--- config.mk ---
export PLATFORM = sky130hd
export DESIGN_NAME = ins_fetch_queue
export DESIGN_NICKNAME = d
export VERILOG_FILES = /design/src/rtl/const_def.sv /design/src/rtl/ins_queue.sv /design/src/rtl/ins_fetch_queue.sv
export SDC_FILE = /design/constraint.sdc
export NUM_CORES = 1
export LEC_CHECK = 0
export ABC_AREA = 1
export CAP_MARGIN = 10
export CORE_MARGIN = 2
export CORE_UTILIZATION = 50
export DETAILED_ROUTE_END_ITERATION = 8
export PLACE_DENSITY_LB_ADDON = 0.25
export SLEW_MARGIN = 20
export SYNTH_ARGS = -nofsm -noshare
export SYNTH_HDL_FRONTEND = slang
export SYNTH_SLANG_ARGS = --single-unit
--- constraint.sdc ---
create_clock -name clk -period 19 [get_ports clk]
set_clock_uncertainty 0.05 [all_clocks]
set_input_delay 4.75 -clock clk [delete_from_list [all_inputs] [get_ports clk]]
set_output_delay 4.75 -clock clk [all_outputs]
set_load 0.05 [all_outputs]
--- src/rtl/const_def.sv ---
// Shared fetch definitions: JAL opcode, fetch FSM states and the J-type
// immediate decoder used by the fetcher to resolve direct jumps locally.
package const_def;

    localparam logic [6:0] JAL_TYPE = 7'b1101111;

    typedef enum logic [1:0] {
        IDLE  = 2'd0,
        BUSY  = 2'd1,
        DRAIN = 2'd2
    } fetch_state_e;

    // Reassembles the scrambled J-immediate; result is 21 bits, bit 20 is the sign.
    function automatic logic [20:0] j_imm(input logic [31:12] inst_hi);
        return {inst_hi[31], inst_hi[19:12], inst_hi[20], inst_hi[30:21], 1'b0};
    endfunction

endpackage

--- src/rtl/ins_queue.sv ---
// Circular FIFO of 2^DEPTH_LOG entries with clear, occupancy count and a
// combinational head read. Callers guarantee no push when full / pop when empty.
module ins_queue #(
    parameter int DEPTH_LOG = 3,
    parameter int WIDTH     = 65
) (
    input  logic                 clk,
    input  logic                 rst,
    input  logic                 push,
    input  logic [WIDTH-1:0]     push_data,
    input  logic                 pop,
    input  logic                 clear,
    output logic [WIDTH-1:0]     head_data,
    output logic [DEPTH_LOG:0]   count
);

    localparam int DEPTH = 1 << DEPTH_LOG;

    logic [WIDTH-1:0]     mem [DEPTH];
    logic [DEPTH_LOG-1:0] head_q, head_d;
    logic [DEPTH_LOG-1:0] tail_q, tail_d;
    logic [DEPTH_LOG:0]   count_q, count_d;

    always_comb begin
        head_d  = head_q;
        tail_d  = tail_q;
        count_d = count_q;
        if (clear) begin
            head_d  = '0;
            tail_d  = '0;
            count_d = '0;
        end else begin
            if (push) tail_d = tail_q + 1'b1;
            if (pop)  head_d = head_q + 1'b1;
            count_d = count_q + (DEPTH_LOG+1)'(push) - (DEPTH_LOG+1)'(pop);
        end
    end

    always_ff @(posedge clk or posedge rst) begin
        if (rst) begin
            head_q  <= '0;
            tail_q  <= '0;
            count_q <= '0;
        end else begin
            head_q  <= head_d;
            tail_q  <= tail_d;
            count_q <= count_d;
        end
    end

    // Storage carries no reset; entries are only meaningful while counted.
    always_ff @(posedge clk) begin
        if (push && !clear) mem[tail_q] <= push_data;
    end

    assign head_data = mem[head_q];
    assign count     = count_q;

endmodule

--- src/rtl/ins_fetch_queue.sv ---
// Instruction fetcher: one outstanding i-cache request, local JAL resolution,
// predictor-driven next pc, and ROB redirect with stale-response discard.
module ins_fetch_queue
    import const_def::*;
#(
    parameter int               DEPTH_LOG = 3,
    parameter int               XLEN      = 32,
    parameter logic [XLEN-1:0]  RESET_PC  = '0
) (
    input  logic            clk,
    input  logic            rst,
    input  logic            rdy,
    output logic            out_valid,
    input  logic            out_ready,
    output logic [XLEN-1:0] out_inst,
    output logic [XLEN-1:0] out_pc,
    output logic            out_jump,
    output logic [XLEN-1:0] predict_inst,
    output logic [XLEN-1:0] predict_pc,
    input  logic            suggest_jump,
    input  logic [XLEN-1:0] suggest_pc,
    input  logic            should_reset,
    input  logic [XLEN-1:0] reset_pc,
    output logic            fetch_enable,
    output logic [XLEN-1:0] cache_pc,
    input  logic            cache_valid,
    input  logic [XLEN-1:0] cache_inst
);

    localparam int                   DEPTH   = 1 << DEPTH_LOG;
    localparam logic [DEPTH_LOG+1:0] DEPTH_V = (DEPTH_LOG+2)'(DEPTH);

    fetch_state_e    state_q, state_d;
    logic [XLEN-1:0] pc_q, pc_d;
    logic [XLEN-1:0] cache_pc_q, cache_pc_d;
    logic            fetch_enable_q, fetch_enable_d;

    logic [DEPTH_LOG:0]   q_count;
    logic [2*XLEN:0]      q_head;
    logic                 q_push, q_pop, q_clear, pop_req;
    logic [DEPTH_LOG+1:0] occ_after_pop, occ_after_push;
    logic [20:0]          imm;
    logic [XLEN-1:0]      next_pc;
    logic                 next_jump;

    assign out_valid = (q_count != '0);
    assign pop_req   = out_valid && out_ready;
    assign q_clear   = rdy && should_reset;
    assign q_pop     = rdy && !should_reset && pop_req;
    assign q_push    = rdy && !should_reset && (state_q == BUSY) && cache_valid;

    // Slot accounting: a request may issue only if its response is guaranteed a slot.
    assign occ_after_pop  = {1'b0, q_count} - (DEPTH_LOG+2)'(pop_req);
    assign occ_after_push = {1'b0, q_count} + (DEPTH_LOG+2)'(1) - (DEPTH_LOG+2)'(pop_req);

    assign imm = j_imm(cache_inst[31:12]);

    always_comb begin
        if (cache_inst[6:0] == JAL_TYPE) begin
            next_pc   = pc_q + {{(XLEN-21){imm[20]}}, imm};
            next_jump = 1'b1;
        end else begin
            next_pc   = suggest_pc;
            next_jump = suggest_jump;
        end
    end

    always_comb begin
        state_d        = state_q;
        pc_d           = pc_q;
        cache_pc_d     = cache_pc_q;
        fetch_enable_d = fetch_enable_q;
        if (rdy) begin
            fetch_enable_d = 1'b0;
            if (should_reset) begin
                pc_d = reset_pc;
                if (state_q == BUSY) state_d = cache_valid ? IDLE : DRAIN;
            end else begin
                case (state_q)
                    IDLE: begin
                        if (occ_after_pop < DEPTH_V) begin
                            fetch_enable_d = 1'b1;
                            cache_pc_d     = pc_q;
                            state_d        = BUSY;
                        end
                    end
                    BUSY: begin
                        if (cache_valid) begin
                            pc_d = next_pc;
                            if (occ_after_push < DEPTH_V) begin
                                fetch_enable_d = 1'b1;
                                cache_pc_d     = next_pc;
                            end else begin
                                state_d = IDLE;
                            end
                        end
                    end
                    DRAIN: begin
                        if (cache_valid) state_d = IDLE;
                    end
                    default: state_d = IDLE;
                endcase
            end
        end
    end

    always_ff @(posedge clk or posedge rst) begin
        if (rst) begin
            state_q        <= IDLE;
            pc_q           <= RESET_PC;
            cache_pc_q     <= RESET_PC;
            fetch_enable_q <= 1'b0;
        end else begin
            state_q        <= state_d;
            pc_q           <= pc_d;
            cache_pc_q     <= cache_pc_d;
            fetch_enable_q <= fetch_enable_d;
        end
    end

    ins_queue #(
        .DEPTH_LOG (DEPTH_LOG),
        .WIDTH     (2*XLEN+1)
    ) u_queue (
        .clk       (clk),
        .rst       (rst),
        .push      (q_push),
        .push_data ({cache_inst, pc_q, next_jump}),
        .pop       (q_pop),
        .clear     (q_clear),
        .head_data (q_head),
        .count     (q_count)
    );

    assign out_inst     = q_head[2*XLEN:XLEN+1];
    assign out_pc       = q_head[XLEN:1];
    assign out_jump     = q_head[0];
    assign predict_inst = cache_inst;
    assign predict_pc   = pc_q;
    assign fetch_enable = fetch_enable_q;
    assign cache_pc     = cache_pc_q;

endmodule

==> results of run 1 <==
layer usage:
metal,vias to the layer above,part of all wire
met4,0,0.025
met5,-,0
met2,815,0.46
met3,133,0.083
met1,9640,0.43
li1,9302,-
cells by family (layout without fill, tap and decap cells):
family	Yosys count	in the layout	share of synthesized area
and+or+nand+nor	1136	1136	0.166
DFF	597	597	0.655
AOI/OAI and AO/OA	492	492	0.100
buffers and inverters	323	565	0.0515
adders and majority gates	43	43	0.0207
xor gates and xnor gates	14	14	0.00458
muxes	4	4	0.00150
how the worst max path moves through the flow:
stage	from	to	slack [ns]	cells after the start
after floorplan	should_reset	u_queue.mem[0][0]$_DFFE_PP_	8.45	6
after global placement	cache_inst[29]	predict_inst[29]	7.72	2
after detailed placement	cache_inst[29]	predict_inst[29]	7.68	2
after CTS	cache_inst[29]	predict_inst[29]	7.68	2
after global routing	cache_inst[21]	predict_inst[21]	7.64	2
final	cache_inst[29]	predict_inst[29]	7.65	2
placed cells by master, fill, tap and decap left out, types with 3 or more instances in the layout:
cell,synthesis,routed
clkbuf_16,0,60
o21a_1,5,5
xnor2_1,8,8
nand3_1,91,91
clkbuf_8,0,4
clkinv_1,1,11
a31oi_1,66,66
o22ai_1,69,69
clkinv_2,0,14
edfxtp_1,520,520
clkinvlp_4,0,4
o211ai_1,10,10
clkdlybuf4s50_1,0,265
or2_2,3,3
nand2_1,470,470
nor2_1,555,549
buf_4,36,24
inv_1,152,150
clkbuf_1,99,8
ha_1,41,41
mux2i_1,4,4
xor2_1,6,6
inv_2,8,7
a21oi_1,32,32
dfrtp_1,77,75
nor3_1,5,3
nand4_1,3,3
o21ai_0,305,305
nor2_4,5,11
bufinv_16,0,10
sequential cells by signal, summed over array words and instances (netlist names):
register / flops
u_queue.head_q: 3
fetch_enable: 1
u_queue.mem: 520
cache_pc: 32
u_queue.count: 4
u_queue.tail_q: 3
state_q: 2
predict_pc: 32
cell type report:
class | count | share of cell area
clock buffers | 72 | 0.0498
clock inverters | 40 | 0.0145
inverters | 161 | 0.0193
multi-input cells | 1689 | 0.248
flip-flops and latches | 597 | 0.551
well taps | 688 | 0.0270
repair buffers | 292 | 0.0907
power breakdown:
group          leakage, nW  internal (mW)  switching (mW)  total (mW)
Combinational         5.54          0.480            1.10        1.58
Sequential            5.65           1.52           0.101        1.62
Clock                0.999          0.728           0.493        1.22
per-stage QoR:
| stage | power [mW] | worst slack [ns] | instance area [um^2] | util |
|---|---|---|---|---|
| detailed placement | 3.22 | 7.68 | 29800 | 0.565 |
| CTS | 4.44 | 7.68 | 31800 | 0.603 |
| global placement | 3.20 | 7.72 | 29800 | 0.565 |
| finish | 4.43 | 7.65 | 31900 | 0.604 |
| global route | 4.64 | 7.64 | 31900 | 0.604 |
| floorplan | 2.68 | 8.45 | 26800 | - |
==> results.yml, run 1 <==
global_route:
  use_met1: 0.367
  antenna_found_initial: 0
  grt_pass1_vias: 19700
  grt_max_degree: 259
  top_usage_layer: "met2"
  grtUsageTotal: 0.262
  grt_util_met2: 0.419
  use_met3: 0.0482
  grt_remaining_overflow: 0
  grt_pass1_wl_um: 112000
power:
  p_per_area_nw_per_um2: 139
  ir_drop_mv: 0.101
  p_leak_nw: 12.2
synthesis:
  syn_avg_cell_area_um2: 10.3
  synth-edff-count: 520
  synth.most_common_cell: "nor2_1"
  netlist_top_cells_count: "nor2_1, edfxtp_1, nand2_1, o21ai_0, inv_1"
  syn_nets: 2755
  synth_cells: 2609
  yosys-top-cells-area: "edfxtp_1, nor2_1, dfrtp_1"
  ys_warn_count: 0
  async_flop_share: 0.129
  synth_flop_cell: "edfxtp_1"
  ys_seq_area_frac: 0.655
  yosysTopAreaCell: "edfxtp_1"
  synth.top_cell.area_share: 0.583
  synthDistinctLibCells: 34
  synth_area_um2: 26800
  ys_seq_elements: 597
clock_network:
  cts_root_buffer: "clkbuf_16"
  clk_latency_ns: 0.62
  clk_pin_slew_worst_paths_ns: 0.06
  hold_buffers: 0
  clock_sinks: 597
  cts_resized: 0
  cts_buffers: 59
  postCtsSetupRepairBufs: 0
  htree_levels: 2
  clk_path_buf_depth: 3
  cts_tree: "yes"
floorplan:
  die_h_um: 235
  rows: 84
  start_util: 0.507
  die_w_um: 235
  die-area_um2: 55400
  design.core.area_um2: 52800
  ios: 266
drt:
  antenna_left: 0
  vias: 19900
  drtIter0Drc: 1802
  via_per_inst: 5.62
  drc_errors: 0
  first_pass_iters: 5
  wl_per_cell_um: 20.6
  totalWireLength_um: 73100
finish:
  multi_input_area_um2: 7910
  fill_cells: 4256
  drive_above_1_share: 0.0530
  areaGrowthSynthToFinish_pct: 19.1
  antenna_cells: 0
  regArea_um2: 17500
  stdcell_count: 3539
  final_nets: 2946
worst_hold_path:
  worstHoldStart: "cache_pc[12]$_DFFE_PP0P_"
  whs_path_depth: 2
  hp-class: "flip-flop to flip-flop"
  min_to: "cache_pc[12]$_DFFE_PP0P_"
setup_path:
  arrival_ns: 6.55
  max_stage_delay_ns: 0.96
  crit_top_cell: "clkdlybuf4s50_1"
  worstSetupEndpointType: "output pin"
  crit_chain: "clkdlybuf4s50_1 > clkdlybuf4s50_1"
  ff2ff_path_depth: 9
  r2r_end: "u_queue.mem[2][42]$_DFFE_PP_"
  cp-start-kind: "input port"
  worstSetupPathType: "input port to output pin"
  cp.required_ns: 14.20
  ff2ff_setup_slack_ns: 14.75
  cp_num_buf_inv: 2
  crit-reg2reg-launch: "state_q[1]$_DFFE_PP0P_"
  crit_slowest_cell: "clkdlybuf4s50_1"
  path_delay_family: "buffers and inverters"
  crit_fanout: 10
sta:
  fin_hold_ws_ns: 0.437
  setup_viol: 0
  maxSlewViolCount: 0
  tns_ns: 0
  rsz0062_at_grt: "false"
  finalHoldViolCount: 0
  final.period_utilization: 0.597
  period_minus_slack_ns: 11.35
  tightestPinTransition_ns: 1.07
  max_freq_ghz: 0.0881
  worst_slew_margin_rel: 0.285
status:
  status: "finished clean"
placed_design:
  gp_congestion: 0.893
  dpl.cell_count: 3426
  hpwlAfterDp_um: 42800
  io_buffers: 265
flow_run:
  cap_viol_max_count: 0
Power figures use the tool's default switching activity.
==> inputs of run 2 (changes only) <==
==> constraint.sdc (replaced) <==
create_clock -name clk -period 9.7 [get_ports clk]
set_clock_uncertainty 0.05 [all_clocks]
set_input_delay 2.425 -clock clk [delete_from_list [all_inputs] [get_ports clk]]
set_output_delay 2.425 -clock clk [all_outputs]
set_load 0.05 [all_outputs]
==> run 2 against run 1 <==
Against the previous run:
- register-to-register slack worse by 9.2 ns
- first-iteration DRC count rose by 4.6%
- routed wire length is 2.6% lower
- core utilization is 0.062 points lower
- die area unchanged
- critical path depth increased by 5
- largest cell class unchanged
==> results.yml, run 2 (synthesis gave the netlist of run 1 again) <==
clock_network:
  cts_root_buffer: "clkbuf_16"
  cts_buffers: 58
  postCtsSetupRepairBufs: 0
  clk_path_buf_depth: 3
  htree_levels: 2
  clk_pin_slew_worst_paths_ns: 0.06
  clock_sinks: 597
  clk_latency_ns: 0.62
  cts_tree: "yes"
  hold_buffers: 0
  cts_resized: 0
drt:
  totalWireLength_um: 71200
  drc_errors: 0
  vias: 19900
  wl_per_cell_um: 20.2
  first_pass_iters: 7
  antenna_left: 0
  via_per_inst: 5.64
  drtIter0Drc: 1884
setup_path:
  ff2ff_setup_slack_ns: 5.52
  worstSetupEndpointType: "output pin"
  ff2ff_path_depth: 9
  crit_fanout: 81
  crit-reg2reg-launch: "state_q[1]$_DFFE_PP0P_"
  crit_chain: "inv_4 > buf_4 > o21ai_0 > o22ai_1 > nor2_1 > a31oi_1 > clkdlybuf4s50_1"
  arrival_ns: 4.92
  r2r_end: "u_queue.mem[2][62]$_DFFE_PP_"
  crit_slowest_cell: "clkdlybuf4s50_1"
  worstSetupPathType: "flip-flop to output pin"
  cp-start-kind: "flip-flop"
  cp.required_ns: 7.23
  max_stage_delay_ns: 0.92
sta:
  setup_viol: 0
  maxSlewViolCount: 0
  final.period_utilization: 0.762
  period_minus_slack_ns: 7.39
  rsz0062_at_grt: "false"
  finalHoldViolCount: 0
  max_freq_ghz: 0.135
  tns_ns: 0
  postLayoutSetupSlackWorst_ns: 2.31
  worst_slew_margin_rel: 0.241
  tightestPinTransition_ns: 1.14
finish:
  finalInstanceArea_um2: 31800
  final_common_cell: "nor2_1"
  drive_above_1_share: 0.0521
  largest_register_ffs: 520
  stdcell_count: 3531
  fill_cells: 4255
  antenna_cells: 0
  top_register: "u_queue.mem"
  fin_util: 0.604
  layout_common_cells: "nor2_1, edfxtp_1, nand2_1"
  areaGrowthSynthToFinish_pct: 19.0
  final_nets: 2940
power:
  p_leak_nw: 12.1
  p_per_area_nw_per_um2: 272
  ir_drop_mv: 0.178
flow_run:
  cap_viol_max_count: 0
placed_design:
  dpl.cell_count: 3422
  io_buffers: 265
  hpwlAfterDp_um: 42500
  dp_slack_ns: 2.77
  gp_congestion: 0.908
  placed_area_um2: 29700
global_route:
  grtUsageTotal: 0.256
  grt_remaining_overflow: 0
  antenna_found_initial: 1
  grt_pass1_vias: 19800
  grt_pass1_wl_um: 111000
  grt_max_degree: 172
worst_hold_path:
  min_to: "cache_pc[2]$_DFFE_PP0P_"
  worstHoldStart: "cache_pc[2]$_DFFE_PP0P_"
  hp-class: "flip-flop to flip-flop"
  whs_path_depth: 2
floorplan:
  start_util: 0.507
  rows: 84
  die_w_um: 235
  ios: 266
  die_h_um: 235
  die-area_um2: 55400
  design.core.area_um2: 52800
status:
  status: "finished clean"
-- run 2: metal layers --
layer	vias to the layer above	GRT usage	wire [um]
li1	9288	-	-
met1	9694	0.347	30000
met2	824	0.431	34400
met3	121	0.0390	5250
met4	0	0.0695	1580
met5	-	0	0
-- run 2: worst max path at each step --
stage	endpoint	from	slack, ns	depth (start not counted)
final	out_pc[14]	u_queue.head_q[1]$_DFFE_PP0P_	2.31	7
after global placement	out_pc[9]	u_queue.head_q[0]$_DFFE_PP0P_	2.83	7
after detailed placement	out_pc[12]	u_queue.head_q[0]$_DFFE_PP0P_	2.77	7
after global routing	out_inst[30]	u_queue.head_q[0]$_DFFE_PP0P_	2.04	7
after floorplan	u_queue.mem[0][0]$_DFFE_PP_	should_reset	1.48	6
after CTS	out_pc[12]	u_queue.head_q[0]$_DFFE_PP0P_	2.06	7
-- run 2: where the power goes --
group	total, mW	switching (mW)	internal [mW]
clock	2.44	0.978	1.46
sequential	3.23	0.251	2.98
combinational	3.00	2.07	0.927
total	8.67	3.30	5.37
-- run 2: metrics by stage --
step / power, mW / hold slack (ns)
after CTS: 8.70 / 0.432
after global placement: 6.23 / 0.418
after floorplan: 5.26 / 0.463
after global routing: 9.07 / 0.449
final: 8.67 / 0.431
after detailed placement: 6.28 / 0.414
-- run 2: layout make-up --
| cell class | count | area [um^2] | share of cell area |
|---|---|---|---|
| multi-input combinational | 1689 | 7910 | 0.248 |
| tap | 688 | 861 | 0.0270 |
| clock inverter | 45 | 581 | 0.0182 |
| inverter | 161 | 618 | 0.0194 |
| clock buffer | 64 | 1500 | 0.0470 |
| timing repair buffer | 287 | 2830 | 0.0888 |
| sequential | 597 | 17500 | 0.551 |
-- run 2: critical path, delay by kind of cell, from the launching register on --
family / cells / cell delay (ns)
flip-flops: 1 / 0.80
AND/OR/NAND/NOR: 1 / 0.08
buffers and inverters: 3 / 2.44
AO/OA/AOI/OAI: 3 / 0.89
